**src/rtl/ts_arb_pkg.sv**
```systemverilog
// Shared types for the time-surface BRAM port arbiter.
package ts_arb_pkg;

  localparam int TS_CELLS      = 256;
  localparam int TS_ADDR_BITS  = 8;
  localparam int TS_VALUE_BITS = 8;

  typedef enum logic [1:0] {
    G_IDLE  = 2'd0,
    G_SCAN  = 2'd1,
    G_EVENT = 2'd2,
    G_DEBUG = 2'd3
  } grant_t;

  // Event write record at the default cell geometry.
  typedef struct packed {
    logic [TS_ADDR_BITS-1:0]  addr;
    logic [TS_VALUE_BITS-1:0] wdata;
  } ts_event_t;

endpackage

```
**src/rtl/ts_event_fifo.sv**
```systemverilog
// Synchronous FIFO buffering event writes; a push into a full FIFO is
// accepted when a pop happens in the same cycle.
module ts_event_fifo #(
  parameter int DEPTH = 8,
  parameter int WIDTH = 16
) (
  input  logic                     clk,
  input  logic                     rst,
  input  logic                     push,
  input  logic                     pop,
  input  logic [WIDTH-1:0]         din,
  output logic [WIDTH-1:0]         dout,
  output logic                     full,
  output logic                     empty,
  output logic [$clog2(DEPTH):0]   level
);

  localparam int PW = $clog2(DEPTH);

  logic [WIDTH-1:0] mem [DEPTH];
  logic [PW-1:0]    wr_ptr;
  logic [PW-1:0]    rd_ptr;
  logic             do_push;
  logic             do_pop;

  assign full    = (level == (PW+1)'(DEPTH));
  assign empty   = (level == '0);
  assign do_pop  = pop && !empty;
  assign do_push = push && (!full || do_pop);
  assign dout    = mem[rd_ptr];

  // Storage kept out of the reset branch so it can map to distributed RAM.
  always_ff @(posedge clk) begin
    if (do_push) begin
      mem[wr_ptr] <= din;
    end
  end

  always_ff @(posedge clk) begin
    if (rst) begin
      wr_ptr <= '0;
      rd_ptr <= '0;
      level  <= '0;
    end else begin
      if (do_push) begin
        wr_ptr <= wr_ptr + 1'b1;
      end
      if (do_pop) begin
        rd_ptr <= rd_ptr + 1'b1;
      end
      case ({do_push, do_pop})
        2'b10:   level <= level + 1'b1;
        2'b01:   level <= level - 1'b1;
        default: level <= level;
      endcase
    end
  end

endmodule

```
**src/rtl/ts_port_arbiter.sv**
```systemverilog
// Arbitrates the single-port time-surface BRAM between scan reads, buffered
// event writes and debug reads. Optional statistics: define TS_ARB_STATS_EN.
import ts_arb_pkg::*;

module ts_port_arbiter #(
  parameter int VALUE_BITS    = 8,
  parameter int ADDR_BITS     = 8,
  parameter int EV_FIFO_DEPTH = 8,
  parameter int DBG_MAX_WAIT  = 64
) (
  input  logic                            clk,
  input  logic                            rst,
  input  logic                            ev_valid,
  input  logic [ADDR_BITS-1:0]            ev_addr,
  input  logic [VALUE_BITS-1:0]           ev_wdata,
  output logic                            ev_drop,
  input  logic                            sc_read_enable,
  input  logic [ADDR_BITS-1:0]            sc_read_addr,
  output logic [VALUE_BITS-1:0]           sc_read_value,
  input  logic                            dbg_req,
  input  logic [ADDR_BITS-1:0]            dbg_addr,
  output logic                            dbg_ack,
  output logic [VALUE_BITS-1:0]           dbg_rdata,
  output logic                            mem_en,
  output logic                            mem_we,
  output logic [ADDR_BITS-1:0]            mem_addr,
  output logic [VALUE_BITS-1:0]           mem_wdata,
  input  logic [VALUE_BITS-1:0]           mem_rdata,
  output logic [$clog2(EV_FIFO_DEPTH):0]  ev_fifo_level
`ifdef TS_ARB_STATS_EN
  ,
  input  logic                            stat_clear,
  output logic [15:0]                     stat_drop_count,
  output logic [$clog2(EV_FIFO_DEPTH):0]  stat_max_level
`endif
);

  localparam int EW = ADDR_BITS + VALUE_BITS;
  localparam int WW = $clog2(DBG_MAX_WAIT + 1);

  grant_t                grant;
  grant_t                gstate;
  logic [WW-1:0]         wait_cnt;
  logic [VALUE_BITS-1:0] dbg_hold;
  logic                  inflight;
  logic                  promoted;
  logic                  drop_now;

  logic [EW-1:0]         fifo_din;
  logic [EW-1:0]         fifo_dout;
  logic                  fifo_full;
  logic                  fifo_empty;
  logic                  fifo_pop;
  logic                  fifo_push;
  logic [ADDR_BITS-1:0]  head_addr;
  logic [VALUE_BITS-1:0] head_wdata;

  assign fifo_din   = {ev_addr, ev_wdata};
  assign head_addr  = fifo_dout[EW-1:VALUE_BITS];
  assign head_wdata = fifo_dout[VALUE_BITS-1:0];
  assign fifo_push  = ev_valid && !rst;
  assign fifo_pop   = (grant == G_EVENT);
  assign drop_now   = ev_valid && fifo_full && !fifo_pop;

  ts_event_fifo #(
    .DEPTH (EV_FIFO_DEPTH),
    .WIDTH (EW)
  ) u_fifo (
    .clk   (clk),
    .rst   (rst),
    .push  (fifo_push),
    .pop   (fifo_pop),
    .din   (fifo_din),
    .dout  (fifo_dout),
    .full  (fifo_full),
    .empty (fifo_empty),
    .level (ev_fifo_level)
  );

  // A debug read granted last cycle returns data now; no second grant yet.
  assign inflight = (gstate == G_DEBUG);
  assign promoted = (wait_cnt >= WW'(DBG_MAX_WAIT));

  always_comb begin
    grant = G_IDLE;
    if (!rst) begin
      if (sc_read_enable) begin
        grant = G_SCAN;
      end else if (dbg_req && promoted && !inflight) begin
        grant = G_DEBUG;
      end else if (!fifo_empty) begin
        grant = G_EVENT;
      end else if (dbg_req && !inflight) begin
        grant = G_DEBUG;
      end
    end
  end

  always_comb begin
    mem_en    = 1'b0;
    mem_we    = 1'b0;
    mem_addr  = '0;
    mem_wdata = '0;
    case (grant)
      G_SCAN: begin
        mem_en   = 1'b1;
        mem_addr = sc_read_addr;
      end
      G_EVENT: begin
        mem_en    = 1'b1;
        mem_we    = 1'b1;
        mem_addr  = head_addr;
        mem_wdata = head_wdata;
      end
      G_DEBUG: begin
        mem_en   = 1'b1;
        mem_addr = dbg_addr;
      end
      default: begin
        mem_en = 1'b0;
      end
    endcase
  end

  always_ff @(posedge clk) begin
    if (rst) begin
      gstate   <= G_IDLE;
      wait_cnt <= '0;
      ev_drop  <= 1'b0;
      dbg_hold <= '0;
    end else begin
      gstate  <= grant;
      ev_drop <= drop_now;
      if (inflight) begin
        dbg_hold <= mem_rdata;
      end
      if (grant == G_DEBUG) begin
        wait_cnt <= '0;
      end else if (dbg_req && !inflight && !promoted) begin
        wait_cnt <= wait_cnt + 1'b1;
      end
    end
  end

  // Read data is presented during the ack cycle and held afterwards.
  assign sc_read_value = mem_rdata;
  assign dbg_ack       = inflight && !rst;
  assign dbg_rdata     = dbg_ack ? mem_rdata : dbg_hold;

`ifdef TS_ARB_STATS_EN
  always_ff @(posedge clk) begin
    if (rst || stat_clear) begin
      stat_drop_count <= '0;
      stat_max_level  <= '0;
    end else begin
      if (drop_now && (stat_drop_count != '1)) begin
        stat_drop_count <= stat_drop_count + 1'b1;
      end
      if (ev_fifo_level > stat_max_level) begin
        stat_max_level <= ev_fifo_level;
      end
    end
  end
`else
  // Statistics counters are compiled out in this build.
`endif

endmodule
```
**config.mk**
```make
export PLATFORM = sky130hd
export DESIGN_NAME = ts_port_arbiter
export DESIGN_NICKNAME = d
export VERILOG_FILES = /design/src/rtl/ts_arb_pkg.sv /design/src/rtl/ts_event_fifo.sv /design/src/rtl/ts_port_arbiter.sv
export SDC_FILE = /design/constraint.sdc
export NUM_CORES = 1
export LEC_CHECK = 0
export ABC_AREA = 1
export BUFFER_PORTS_ARGS = -buffer_cell sky130_fd_sc_hd__buf_2
export CAP_MARGIN = 25
export CELL_PAD_IN_SITES_DETAIL_PLACEMENT = 2
export CELL_PAD_IN_SITES_GLOBAL_PLACEMENT = 2
export CORE_UTILIZATION = 38
export CTS_CLUSTER_DIAMETER = 80
export DETAILED_ROUTE_END_ITERATION = 6
export PLACE_DENSITY_LB_ADDON = 0.08
export SYNTH_ARGS = -nofsm -noshare
export SYNTH_HDL_FRONTEND = slang
export SYNTH_HIERARCHICAL = 1
export SYNTH_SLANG_ARGS = --single-unit
```
**constraint.sdc**
```tcl
create_clock -name clk -period 3.9 [get_ports clk]
set_clock_uncertainty 0.05 [all_clocks]
set_input_delay 0.195 -clock clk [delete_from_list [all_inputs] [get_ports clk]]
set_output_delay 0.195 -clock clk [all_outputs]
set_load 0.03 [all_outputs]
```
==> results of run 1 <==
[routing by layer]
layer | GRT usage [%] | part of all wire [%] | up-vias
met2 | 36.82 | 50 | 78
li1 | - | - | 2279
met4 | 7.222 | 1.5 | 0
met1 | 29.24 | 46 | 2468
met3 | 3.393 | 2.6 | 19
met5 | 0 | 0 | -
[path summary, 6_finish.rpt]
path                      endpoint       startpoint
setup reg to reg  u_fifo/mem[6][6]  u_fifo/level[0]
setup / recovery  u_fifo/mem[6][6]  u_fifo/level[0]
hold reg to reg        dbg_hold[0]      dbg_hold[0]
hold / removal    u_fifo/mem[0][7]      ev_wdata[7]
[worst max-delay path, delay by kind of cell (launching register included)]
kind,cells,cell delay (ns)
DFF,1,0.44
and+or+nand+nor,10,1.60
buffers and inverters,5,0.80
[what timing repair did]
item / in CTS / in global routing
resized for setup: 0 / 0
hold endpoints to repair: 8 / 0
hold buffers: 8 / 0
[cell usage in the layout, fill, tap and decap left out, drive strengths merged]
cell         instances
a21oi               15
clkbuf              19
xnor2                2
nor3                 1
bufinv               1
edfxtp             128
dfxtp               31
nand3b               1
dlygate4sd3          8
o22ai               32
nand2               90
nor2                70
inv                 48
clkinv               4
clkinvlp             4
fa                   1
nand4               20
buf                 97
o21ai               52
ha                   6
mux2i               32
xor2                 3
nand3               31
[area by class of cell]
type,count,area (um^2)
clock buffer,19,432.9
clock inverter,13,127.6
fill,1819,9373
inverter,44,165.2
multi-input combinational,356,1959
sequential,159,4467
tap,225,281.5
timing repair buffer,105,610.6
[per-stage QoR]
| step | util [%] | worst slack [ns] | hold WS (ns) | std cells |
|---|---|---|---|---|
| after global routing | 46.19 | 0.2902 | 0.03762 | 921 |
| after global placement | 42.39 | 0.8782 | 0.3684 | 880 |
| after floorplan | - | 0.6472 | 0.2074 | 592 |
| after detailed placement | 42.39 | 0.6595 | 0.3906 | 880 |
| final | 46.19 | 0.6788 | 0.03578 | 921 |
| after CTS | 46.07 | 0.6491 | 0.02335 | 920 |
[where the power goes]
group / internal, mW / switching, mW
Sequential: 1.87 / 0.0248
Combinational: 0.141 / 0.337
Clock: 0.890 / 0.705
Total: 2.90 / 1.07
[logic make-up (layout without fill, tap and decap cells)]
kind of cell             Yosys count  count (layout)  share of synthesized area, %
adder cells (fa/ha/maj)            7               7                         1.394
buffers and inverters             77             181                         5.850
multiplexers                      32              32                         4.695
AO/OA/AOI/OAI                     99              99                         8.124
XOR/XNOR                           5               5                        0.6420
AND/OR/NAND/NOR                  213             213                         13.86
flip-flops                       159             159                         65.43
[cells in the mapped netlist]
cell / n / area share, %
nand2_4: 1 / 0.17
buf_4: 12 / 1.3
nor2_1: 66 / 3.6
inv_1: 42 / 2.3
nor3_1: 1 / 0.073
nand2_1: 83 / 4.6
nand4_1: 20 / 1.8
nand3b_1: 1 / 0.11
edfxtp_1: 128 / 56
buf_6: 4 / 0.66
o21ai_0: 42 / 3.1
a21oi_2: 1 / 0.13
nand3_1: 29 / 2.1
ha_1: 6 / 1.1
a21oi_1: 13 / 0.95
nand3_2: 2 / 0.29
fa_1: 1 / 0.29
xnor2_1: 2 / 0.26
xor2_1: 3 / 0.39
nor2_4: 2 / 0.33
clkinv_1: 1 / 0.055
clkbuf_1: 3 / 0.17
mux2i_1: 32 / 4.7
o22ai_1: 32 / 2.9
a21oi_4: 1 / 0.24
o21ai_2: 1 / 0.13
dfxtp_1: 31 / 9.1
nand2_2: 6 / 0.55
inv_2: 1 / 0.055
nor2_2: 2 / 0.18
buf_2: 10 / 0.73
o21ai_1: 9 / 0.66
buf_1: 2 / 0.11
buf_8: 2 / 0.44
[sequential cells by signal, summed over array words and instances (netlist names), named ones only]
name           count
u_fifo/mem       128
dbg_hold           8
wait_cnt           7
u_fifo/level       4
u_fifo/rd_ptr      3
u_fifo/wr_ptr      3
gstate             2
ev_drop            1
==> impl_metrics.json, run 1 <==
{
  "routed-via-count": 4844,
  "htree_num_levels": 4,
  "root_buffer": "clkbuf_16",
  "vdd_ir_drop_max_mv": 0.3672,
  "core_um2": 17420,
  "layout-drive-gt1-share_pct": 20.83,
  "min_period_ns": 3.221,
  "grt_pass1_vias": 5271,
  "cts_buffers": 17,
  "cts_tree": "yes",
  "critPathMaxStageDelay_ns": 0.44,
  "antenna_found_initial": 1,
  "die_w_um": 136.0,
  "wl_per_cell_um": 20.92,
  "critPathSlowestCell": "dfxtp_1",
  "p_leak_nw": 3.012,
  "slew_headroom_pct": 54.53,
  "via_per_inst": 5.260,
  "std_cell_rows": 48,
  "clock-sinks": 159,
  "area_growth_pct": 17.90,
  "ios": 85,
  "syn_avg_cell_area_um2": 11.52,
  "start_util_pct": 39.17,
  "yosysSeqAreaShare_pct": 65.43,
  "cts.clk_slew.worst_paths_ns": 0.07,
  "synth-seq-cells": 159,
  "fin_tns_setup_ns": 0,
  "path_class": "flop to flop",
  "drtIter0Drc": 290,
  "drc": 0,
  "slew_viol_final": 0,
  "powerDensity_nw_per_um2": 492.6,
  "worstPathMaxFanout": 16,
  "rsz0062_at_grt": "false",
  "reg2regPathDepth": 15,
  "power_mw": 3.963,
  "r2r_slack_ns": 0.68,
  "synth_warnings": 6,
  "status": "finished, final reports clean",
  "drt_pre_antenna_iters": 4,
  "crit_required_ns": 3.95,
  "yosysUniqueCellTypes": 34,
  "synth_cells": 592,
  "grt_use_total_pct": 22.03,
  "clock_path_buffers": 2,
  "min_path_type": "primary input to flop",
  "grt_pass1_wl_um": 29630,
  "die_h_um": 136.0,
  "insertion_delay_ns": 0.42,
  "tightest_slew_ns": 0.6811,
  "grt_start_max_net_pins": 58,
  "cpMostUsedCell": "inv_1",
  "drt_wl_total_um": 19260,
  "maxCapViolCount": 0,
  "overflow": 0,
  "worstPathCellList": "nor2_4 > nand2_2 > inv_1 > nor2_1 > nor2_4 > nor2_2 > nand2_2 > inv_1 > inv_1 > nand4_1 > nand2_1 > inv_1 > nand2_1 > nor2_1 > buf_4",
  "die-area_um2": 18490,
  "postCtsSetupBuffers": 0,
  "place.gp.congestion": 0.7520,
  "hold_depth": 1,
  "cp_data_arrival_time_ns": 3.28,
  "placed_cell_area_um2": 7383,
  "postRouteAntennaNets": 0,
  "fmax_mhz": 310.4,
  "fin_area_um2": 8044,
  "final_nets": 735,
  "syn-num-nets": 644,
  "finalCritPeriodShare_pct": 82.59,
  "start_kind": "flop",
  "dpl.hpwl_um": 12910,
  "hold_viol": 0,
  "cp-end-kind": "flop",
  "finalSetupViolCount": 0,
  "port_buffers": 84,
  "synth_area_um2": 6823,
  "antenna_cells": 0
}
No activity file was read; power rests on OpenSTA's default activity.
==> run 2, diff against run 1 <==
==> constraint.sdc (replaced) <==
create_clock -name clk -period 3 [get_ports clk]
set_clock_uncertainty 0.05 [all_clocks]
set_input_delay 0.15 -clock clk [delete_from_list [all_inputs] [get_ports clk]]
set_output_delay 0.15 -clock clk [all_outputs]
set_load 0.03 [all_outputs]
==> run 2 against run 1 <==
Design area increased by 1.6%; sequential share of layout area decreased by 0.87 points; routed wire length increased by 1.1%; flip-flop and latch count unchanged; count of clock-buffer cells in the layout increased by 2; via count increased by 1.9%; die area unchanged; critical path type is now flop to primary output; largest cell class unchanged.
==> impl_metrics.json, run 2 (synthesized netlist as in run 1, its figures left out) <==
{
  "place_ws_ns": 0.07410,
  "antenna_cells": 0,
  "path_class": "flop to primary output",
  "min_path_type": "primary input to flop",
  "grt_use_total_pct": 22.31,
  "drc": 0,
  "die_w_um": 136.0,
  "fin_area_um2": 8177,
  "status": "finished, final reports clean",
  "largest-register": "u_fifo/mem",
  "htree_num_levels": 4,
  "powerDensity_nw_per_um2": 637.3,
  "vdd_ir_drop_max_mv": 0.4232,
  "root_buffer": "clkbuf_16",
  "std_cell_rows": 48,
  "worstPathMaxFanout": 19,
  "hold_viol": 0,
  "cts_tree": "yes",
  "grt_start_max_net_pins": 33,
  "fmax_mhz": 370.9,
  "netSwitchingFraction_pct": 24.93,
  "insertion_delay_ns": 0.42,
  "routed-via-count": 4934,
  "cts_buffers": 17,
  "min_period_ns": 2.696,
  "start_kind": "flop",
  "ios": 85,
  "p_clk_share_pct": 40.3,
  "start_util_pct": 39.17,
  "clock_path_buffers": 2,
  "cp_data_arrival_time_ns": 2.50,
  "wl_per_cell_um": 20.94,
  "slew_viol_final": 0,
  "clock-sinks": 159,
  "reg2regPathDepth": 15,
  "dpl.hpwl_um": 13220,
  "drtIter0Drc": 291,
  "maxCapViolCount": 0,
  "finalSetupViolCount": 0,
  "cp-end-kind": "primary output",
  "layout-drive-gt1-share_pct": 21.99,
  "reg_top3": "u_fifo/mem: 128 flops, dbg_hold: 8 flops, wait_cnt: 7 flops",
  "core_um2": 17420,
  "port_buffers": 84,
  "final_cell_mix": "edfxtp_1, buf_2, nand2_1",
  "die-area_um2": 18490,
  "rsz0062_at_grt": "false",
  "overflow": 0,
  "crit_required_ns": 2.80,
  "p_sw_mw": 1.299,
  "final_common_cell": "edfxtp_1",
  "area_growth_pct": 19.84,
  "final_nets": 746,
  "combinationalPowerShare_pct": 12.4,
  "drt_wl_total_um": 19480,
  "hold_depth": 1,
  "tightest_slew_ns": 0.6603,
  "die_h_um": 136.0,
  "fin_util_pct": 46.95,
  "slew_headroom_pct": 55.98,
  "via_per_inst": 5.305,
  "placed_cell_area_um2": 7486,
  "postRouteAntennaNets": 0,
  "drt_pre_antenna_iters": 4,
  "finalCritPeriodShare_pct": 89.88,
  "antenna_found_initial": 0,
  "cts.clk_slew.worst_paths_ns": 0.06,
  "seqPwrFrac_pct": 47.3,
  "grt_pass1_vias": 5432,
  "largest_reg_flops": 128,
  "worst_slack_ns": 0.3036,
  "power.internal_mw": 3.912,
  "place.gp.congestion": 0.7479,
  "p_leak_nw": 3.075,
  "grt_pass1_wl_um": 30040
}
## run 2: layer usage
| layer | part of all wire [%] | wire length (um) | GRT usage (%) |
|---|---|---|---|
| met5 | 0 | 0 | 0 |
| met1 | 45 | 8698 | 28.55 |
| met3 | 2.8 | 545 | 3.430 |
| met2 | 51 | 9991 | 38.27 |
| met4 | 1.2 | 243 | 7.840 |
## run 2: cell type report
type	instances	area, um^2
multi-input cells	356	1998
inverters	44	165.2
flip-flops and latches	159	4469
repair buffers	116	703.2
fillers	1802	9240
clock inverters	9	118.9
well taps	225	281.5
clock buffers	21	440.4
## run 2: worst max-delay path: stages, from the launching register on
cell and delay [ns]:
dfxtp_2 0.42, buf_4 0.33, buf_4 0.33, o21ai_0 0.17, o22ai_1 0.23, nand2_1 0.11, nand2_1 0.09, inv_1 0.05
nor2_1 0.12, buf_2 0.21
## run 2: through the flow
step	total power [mW]	instances	setup TNS [ns]	hold WS, ns
global route	5.411	930	0	0.007542
CTS	5.267	930	0	0.0001394
global placement	3.106	888	0	0.3256
floorplan	2.917	592	-14.70	0.1624
finish	5.211	930	0	0.01128
detailed placement	3.139	888	0	0.3395
## run 2: final timing paths
kind | startpoint | to | slack, ns
hold reg to reg | dbg_hold[0] | dbg_hold[0] | 0.43
hold / removal | ev_wdata[5] | u_fifo/mem[3][5] | 0.01
setup reg to reg | u_fifo/level[2] | u_fifo/level[3] | 0.33
setup / recovery | flop | mem_wdata[7] | 0.30
## run 2: power by group through the flow
stage / sequential, mW / clock (mW) / combinational (mW)
3_3_place_gp: 2.51 / 0 / 0.600
4_1_cts: 2.47 / 2.15 / 0.648
6_report: 2.47 / 2.10 / 0.644
3_5_place_dp: 2.51 / 0 / 0.628
5_1_grt: 2.47 / 2.24 / 0.703
2_1_floorplan: 2.50 / 0 / 0.412
## run 2: timing repair
action / 4_1_cts / 5_1_grt
endpoints found under the setup margin: 0 / 65
resized for setup: 0 / 5
buffers inserted: 0 / 0
hold endpoints to repair: 40 / 0
hold buffers: 12 / 0
